$ cat src/rtl/lc3b_pkg.sv
// Shared LC-3b definitions used by the fetch unit and the control path:
// word width, PC increment and the fetch FSM state encoding.
package lc3b_pkg;
  localparam int LC3B_WORD_W = 16;
  localparam logic [LC3B_WORD_W-1:0] LC3B_PC_INC = 16'd2;

  typedef enum logic [1:0] {
    FS_IDLE  = 2'd0,
    FS_FETCH = 2'd1,
    FS_HOLD  = 2'd2,
    FS_ERROR = 2'd3
  } fetch_state_e;
endpackage

$ cat src/rtl/lc3b_fetch_unit.sv
// LC-3b instruction fetch + IR: ready-handshake memory reads, PC tracking and
// redirect with squash of in-flight reads. LC3B_FETCH_TIMEOUT_EN adds a wait timeout.
module lc3b_fetch_unit
  import lc3b_pkg::*;
#(
  parameter logic [LC3B_WORD_W-1:0] RESET_PC       = 16'h0000,
  parameter int                     TIMEOUT_CYCLES = 255
) (
  input  logic                   clk,
  input  logic                   reset_n,
  output logic [LC3B_WORD_W-1:0] mem_addr,
  output logic                   mem_rd,
  input  logic                   mem_r,
  input  logic [LC3B_WORD_W-1:0] mem_rdata,
  output logic [LC3B_WORD_W-1:0] inst,
  output logic                   inst_valid,
  input  logic                   inst_ack,
  output logic [LC3B_WORD_W-1:0] inst_pc,
  output logic [LC3B_WORD_W-1:0] inst_npc,
  input  logic                   redirect,
  input  logic [LC3B_WORD_W-1:0] redirect_pc,
  output logic                   fetch_err
);
  localparam logic [LC3B_WORD_W-1:0] RST_PC = {RESET_PC[LC3B_WORD_W-1:1], 1'b0};

  fetch_state_e           state_q, state_d;
  logic [LC3B_WORD_W-1:0] pc_q, pc_d;
  logic [LC3B_WORD_W-1:0] fetch_addr_q, fetch_addr_d;
  logic                   squash_q, squash_d;
  logic [LC3B_WORD_W-1:0] ir_q, ir_d;
  logic [LC3B_WORD_W-1:0] inst_pc_q, inst_pc_d;
  logic [LC3B_WORD_W-1:0] inst_npc_q, inst_npc_d;
  logic [LC3B_WORD_W-1:0] tgt;
  logic                   unused_tgt_bit0;

  assign tgt             = {redirect_pc[LC3B_WORD_W-1:1], 1'b0};
  assign unused_tgt_bit0 = redirect_pc[0];

`ifdef LC3B_FETCH_TIMEOUT_EN
  localparam int CW = $clog2(TIMEOUT_CYCLES + 1);
  localparam logic [CW-1:0] CNT_MAX = CW'(TIMEOUT_CYCLES - 1);
  logic [CW-1:0] cnt_q, cnt_d;
  logic          err_q, err_d;
`endif

  always_comb begin
    state_d      = state_q;
    pc_d         = pc_q;
    fetch_addr_d = fetch_addr_q;
    squash_d     = squash_q;
    ir_d         = ir_q;
    inst_pc_d    = inst_pc_q;
    inst_npc_d   = inst_npc_q;
`ifdef LC3B_FETCH_TIMEOUT_EN
    cnt_d = (state_q == FS_FETCH) ? cnt_q : '0;
    err_d = err_q;
`endif
    case (state_q)
      FS_IDLE: begin
        state_d      = FS_FETCH;
        pc_d         = redirect ? tgt : pc_q;
        fetch_addr_d = redirect ? tgt : pc_q;
      end
      FS_FETCH: begin
        if (redirect) pc_d = tgt;
        if (mem_r) begin
`ifdef LC3B_FETCH_TIMEOUT_EN
          cnt_d = '0;
`endif
          // Squashed or just-redirected data is dropped; the address only
          // moves once the outstanding read has completed.
          if (squash_q || redirect) begin
            squash_d     = 1'b0;
            fetch_addr_d = redirect ? tgt : pc_q;
          end else begin
            ir_d       = mem_rdata;
            inst_pc_d  = fetch_addr_q;
            inst_npc_d = fetch_addr_q + LC3B_PC_INC;
            pc_d       = fetch_addr_q + LC3B_PC_INC;
            state_d    = FS_HOLD;
          end
        end else begin
          if (redirect) squash_d = 1'b1;
`ifdef LC3B_FETCH_TIMEOUT_EN
          if (cnt_q == CNT_MAX) begin
            state_d = FS_ERROR;
            err_d   = 1'b1;
          end else begin
            cnt_d = cnt_q + 1'b1;
          end
`endif
        end
      end
      FS_HOLD: begin
        // Redirect beats a simultaneous acknowledge.
        if (redirect) begin
          pc_d         = tgt;
          fetch_addr_d = tgt;
          state_d      = FS_FETCH;
        end else if (inst_ack) begin
          fetch_addr_d = pc_q;
          state_d      = FS_FETCH;
        end
      end
      FS_ERROR: ;
      default: state_d = FS_IDLE;
    endcase
  end

  always_ff @(posedge clk or negedge reset_n) begin
    if (!reset_n) begin
      state_q      <= FS_IDLE;
      pc_q         <= RST_PC;
      fetch_addr_q <= RST_PC;
      squash_q     <= 1'b0;
      ir_q         <= '0;
      inst_pc_q    <= RST_PC;
      inst_npc_q   <= RST_PC + LC3B_PC_INC;
    end else begin
      state_q      <= state_d;
      pc_q         <= pc_d;
      fetch_addr_q <= fetch_addr_d;
      squash_q     <= squash_d;
      ir_q         <= ir_d;
      inst_pc_q    <= inst_pc_d;
      inst_npc_q   <= inst_npc_d;
    end
  end

`ifdef LC3B_FETCH_TIMEOUT_EN
  always_ff @(posedge clk or negedge reset_n) begin
    if (!reset_n) begin
      cnt_q <= '0;
      err_q <= 1'b0;
    end else begin
      cnt_q <= cnt_d;
      err_q <= err_d;
    end
  end
  assign fetch_err = err_q;
`else
  // Folds to constant 0 for any meaningful timeout value.
  assign fetch_err = (TIMEOUT_CYCLES < 0);
`endif

  assign mem_addr   = fetch_addr_q;
  assign mem_rd     = (state_q == FS_FETCH);
  assign inst       = ir_q;
  assign inst_valid = (state_q == FS_HOLD);
  assign inst_pc    = inst_pc_q;
  assign inst_npc   = inst_npc_q;
endmodule
$ cat config.mk
export PLATFORM = sky130hd
export DESIGN_NAME = lc3b_fetch_unit
export DESIGN_NICKNAME = d
export VERILOG_FILES = /design/src/rtl/lc3b_pkg.sv /design/src/rtl/lc3b_fetch_unit.sv
export SDC_FILE = /design/constraint.sdc
export NUM_CORES = 1
export LEC_CHECK = 0
export CAP_MARGIN = 10
export CORE_MARGIN = 4
export CORE_UTILIZATION = 43
export CTS_CLUSTER_DIAMETER = 40
export DETAILED_ROUTE_END_ITERATION = 12
export HOLD_SLACK_MARGIN = 0.08
export PLACE_DENSITY = 0.76
export RECOVER_POWER = 100
export REMOVE_ABC_BUFFERS = 1
export SLEW_MARGIN = 10
export SYNTH_ARGS = -nofsm -noshare
export SYNTH_HDL_FRONTEND = slang
export SYNTH_SLANG_ARGS = --single-unit
$ cat constraint.sdc
create_clock -name clk -period 1.7 [get_ports clk]
set_input_delay 0.51 -clock clk [delete_from_list [all_inputs] [get_ports clk]]
set_output_delay 0.51 -clock clk [all_outputs]
set_load 0.005 [all_outputs]
Word-level counts from Yosys, hierarchy flattened
Cells that the tools add are included.

storage, ports and cells
  register bits = 83
  output and inout port bits = 67

cells by class
  add/subtract/negate cells = 1
  equal/unequal tests = 7
  multiplexer cells = 17
  bitwise logic cells = 1
  reductions and logical operators = 10

operators by type and width
  kind                                                                      count
  16-bit 2-to-1 mux                                                         7
  16-bit case mux with 3 select lines                                       1
  16-bit case mux with 2 select lines                                       1
  16-bit by 2-bit adder with 16-bit output (second input constant)          1
  2-bit 2-to-1 mux                                                          4
  4-bit AND reduction                                                       2
  2-bit by 1-bit inequality test with 1-bit output (second input constant)  3
  2-bit case mux with 3 select lines                                        1
  3-bit AND reduction                                                       2
  2-bit nonzero test                                                        2
  1-bit 2-to-1 mux                                                          3
  3-bit by 1-bit inequality test with 1-bit output (second input constant)  1
  3-bit nonzero test                                                        1
  2-bit by 1-bit == test with 1-bit output (second input constant)          1
  2-bit == test (second input constant)                                     1
  2-bit logical NOT                                                         1
  2-bit inequality test (second input constant)                             1
  2-bit OR reduction                                                        1
  1-bit logical OR                                                          1
  1-bit NOT                                                                 1

Logic depth before layout (Yosys ltp)
Gate-level depths: netlist (run 1).

  depth in word-level cells = 4
  gate-level depth with buffers = 7

Worst setup path before layout (run 1)
Ideal clock, no wire load.

  path type = input-to-reg
  start = input port redirect
  end = register inst_npc_q[10], in the netlist inst_npc[10]
  arrival time = 1.516 ns
  data required time = 1.575 ns
  slack = 0.058 ns
  stages on the path = 6
  cells stage by stage = buf_2 > or3b_4 > nor2_2 > buf_6 > buf_4 > a21oi_1

between the ends
  longest elaborated chain between the ends = 3

RTL lines
  what                                  line                    RTL
  start, declared                       lc3b_fetch_unit.sv:20   input logic redirect,
  1-bit logical OR                      lc3b_fetch_unit.sv:72   if (squash_q || redirect) begin
  1-bit NOT (no source line)            --
  3-bit AND reduction (no source line)  --
  end signal, assigned                  lc3b_fetch_unit.sv:118  inst_npc_q <= RST_PC + LC3B_PC_INC;
  end signal, assigned                  lc3b_fetch_unit.sv:126  inst_npc_q <= inst_npc_d;
  end, declared                         lc3b_fetch_unit.sv:32   logic [LC3B_WORD_W-1:0] inst_npc_q, inst_npc_d;

Every way passes these cells.
A chain may end at the register's enable or synchronous reset.

Final worst setup path (run 1)
  start = register fetch_addr_q[1], in the netlist mem_addr[1]
  end = output port mem_addr[1]

RTL lines
  what                    line                    RTL
  start, declared         lc3b_fetch_unit.sv:28   logic [LC3B_WORD_W-1:0] fetch_addr_q, fetch_addr_d;
  start signal, assigned  lc3b_fetch_unit.sv:122  fetch_addr_q <= fetch_addr_d;
  end, declared           lc3b_fetch_unit.sv:11   output logic [LC3B_WORD_W-1:0] mem_addr,

No word-level cell between the ends.

==> metrics.cfg, run 1 <==
[floorplan]
start_util = 0.453
die_h_um = 99.2
num_io_pins = 104
coreArea_mm2 = 0.00789
std_cell_rows = 32
die_x_um = 99.2
fp.dieArea_mm2 = 0.00983

[route]
vias = 3187
ant_nets = 0
drtIter0Drc = 146
wl_per_cell_um = 15.0
firstDrtPassIters = 4
drt_wl_total_mm = 9.41
via_per_inst = 5.07
route.detailed.drc = 0

[synth]
synth_area_leaders = dfrtp_1 (57%), nand2_1 (10%), a21oi_1 (5.0%)
synth_seq_cells = 82
yosys_warnings = 0
synthesis.area_mm2 = 0.00357
synth_cell_types = 37
ys.flop_type = dfrtp_1
yosysTopAreaCell = dfrtp_1
synth_top_cell_area_share = 0.567
syn_area_per_cell_um2 = 9.61
synth_edf_count = 0
async_flop_share = 1.00
synth_seq_area_share = 0.575
synth_cells = 372

[sta]
setup_viol = 0
hold_viol = 0
fin_ws_ns = 0.0230
slew_headroom = 0.664
rsz0062_at_grt = true
finalCriticalPeriod_ns = 1.68
finalMaxSlewViolations = 0
finalCritPeriodShare = 0.986
worst_pin_slew_ns = 0.505
max_clock_freq_mhz = 596
skew_ns = 0.00905

[setup_path]
worstPathRequired_ns = 1.19
start_kind = register
slowest_delay_ns = 0.39
worstPathMaxFanout = 5
critPathBufInv = 2
startpoint = mem_addr[1]$_DFFE_PN0P_
crit_family = buffers and inverters
cp-end-kind = output port
reg2reg_from = mem_addr[10]$_DFFE_PN0P_
cp_cell_sequence = buf_4 > dlygate4sd2_1
cp_slowest_cell = dfrtp_1
path_class = reg -> out
arrival_ns = 1.17

[grt]
grt_pass1_wl_mm = 15.7
grt_max_degree = 34
antenna_found_initial = 0
gr-total-overflow = 0
grt_use_total = 0.198
grt_pass1_vias = 3250

[clock_network]
cts_sinks = 82
cts.clk_slew.worst_paths_ns = 0.09
clock_path_buffers = 2
htreeDepth = 3
cts_buffers = 9
cts_tree = done
cts_root_buffer = clkbuf_8
clock_latency_ns = 0.36

[final_layout]
insertedDiodeCount = 0
most-common-layout-cells = nand2_1 (97), dfrtp_1 (76), dlygate4sd2_1 (65), buf_4 (44), nor2_1 (41)
area_growth_pct = 44.6
stdcell_area_mm2 = 0.00517
fin_nets = 559
drive_above_1_share = 0.181
layout_commonest_cell = nand2_1

[power]
power.leakage_nw = 2.55
switching_share = 0.341
power.switching_mw = 2.81
p_comb_frac = 0.414
internal_power_mw = 5.43
finalPower_mw = 8.24
seq_power_share = 0.406
clockPowerShare = 0.180
power.density_mw_per_mm2 = 1600
ir_worst_vdd_uv = 712

[placement]
placed_area_mm2 = 0.00489
place_ws_ns = -0.495
place_hpwl_mm = 6.66
port_buffers = 101
place.gp.congestion = 0.796

[worst_hold_path]
hold_path_startpoint = inst[14]$_DFFE_PN0P_
worstHoldPathType = reg -> reg

[flow_run]
drv_cap = 0

[status]
status = finished clean

worst reg2reg max path: cells and delay by family, from the launching register on:
kind                   cells  cell delay (ns)
AND/OR/NAND/NOR            2             0.54
flip-flops                 1             0.36
multiplexers               1             0.30
buffers and inverters      2             0.21
AO/OA/AOI/OAI              1             0.21
path summary, 6_finish.rpt:
kind                                            to  slack, ns  cells after the start
setup / recovery                       mem_addr[1]       0.02                      2
hold / removal                inst[14]$_DFFE_PN0P_       0.47                      2
setup reg to reg              pc_q[15]$_DFFE_PN0P_       0.03                      6
hold reg to reg               inst[14]$_DFFE_PN0P_       0.47                      2
max in group asynchronous  inst_npc[1]$_DFFE_PN1P_       0.14                      3
min in group asynchronous      inst[7]$_DFFE_PN0P_       0.64                      2
kinds of logic after synthesis:
logic type               Yosys count  share of synthesized area
AND/OR/NAND/NOR                  165                      0.193
flip-flops                        82                      0.575
AO/OA/AOI/OAI                     70                      0.115
buffers and inverters             27                     0.0434
multiplexers                      16                     0.0448
XOR/XNOR                          10                     0.0245
adder cells (fa/ha/maj)            1                    0.00350
other                              1                    0.00105
registers in the layout, summed over array words and instances, names as in the netlist:
name and count:
inst 16, inst_npc 15, inst_pc 16, mem_addr 16, pc_q 16, squash_q 1
state_q 2
repair_timing:
| action | CTS | global route |
|---|---|---|
| setup endpoints to repair | 142 | 12 |
| pin swaps | 0 | 1 |
| hold buffers | 1 | 0 |
| endpoints found under the hold margin | 19 | 0 |
| buffers inserted | 22 | 1 |
| resized for setup | 81 | 9 |
Yosys cell counts, types with 2 or more instances:
library cell  instances
a21o_1                3
a21oi_1              36
a22o_1                2
buf_2                 7
buf_4                 4
buf_6                 4
clkbuf_1              4
dfrtp_1              81
inv_1                 6
mux2i_1              16
nand2_1              97
nand3_1               7
nand4_1               3
nor2_1               41
nor3_1                8
nor4_1                2
o21a_1                3
o21ai_0              10
o221a_2               2
o22ai_1              11
xnor2_1               9
metrics by stage:
stage	instances	hold slack (ns)	util	TNS, ns
global placement	588	0.415	0.620	-30.68
CTS	627	0.480	0.661	0
global route	628	0.487	0.655	-0.435
floorplan	352	0.214	-	-29.35
detailed placement	588	0.416	0.620	-34.69
finish	628	0.472	0.655	0
layout make-up:
type / count / area (um2)
Fill cell: 641 / 2720
Sequential cell: 82 / 2060
Multi-Input combinational cell: 263 / 1410
Timing Repair Buffer: 158 / 1330
Clock buffer: 10 / 138
Tap cell: 102 / 128
Clock inverter: 6 / 72.6
Inverter: 7 / 26.3
power by group through the flow:
stage / clock network, mW / registers, mW / logic (mW)
3_5_place_dp: 0 / 3.53 / 3.42
2_1_floorplan: 0 / 3.54 / 1.22
6_report: 1.49 / 3.35 / 3.41
3_3_place_gp: 0 / 3.49 / 3.32
5_1_grt: 1.61 / 3.45 / 3.80
4_1_cts: 1.52 / 3.34 / 3.43
routing by layer:
layer,global-route usage,vias to the layer above,wire (um)
met3,0.0645,11,763
met4,0.0588,0,108
met1,0.242,1521,3910
li1,-,1548,-
met2,0.335,107,4620
met5,0,-,0
Power figures use the tool's default switching activity.
==> run 2: changes to the inputs <==
--- a/config.mk
+++ b/config.mk
@@ -9,6 +9,7 @@
 export CORE_MARGIN = 4
 export CORE_UTILIZATION = 43
 export CTS_CLUSTER_DIAMETER = 40
+export CTS_CLUSTER_SIZE = 24
 export DETAILED_ROUTE_END_ITERATION = 12
 export HOLD_SLACK_MARGIN = 0.08
 export PLACE_DENSITY = 0.76
==> results of run 2 <==
Final layout, timing and power as in run 1 (identical DEF).
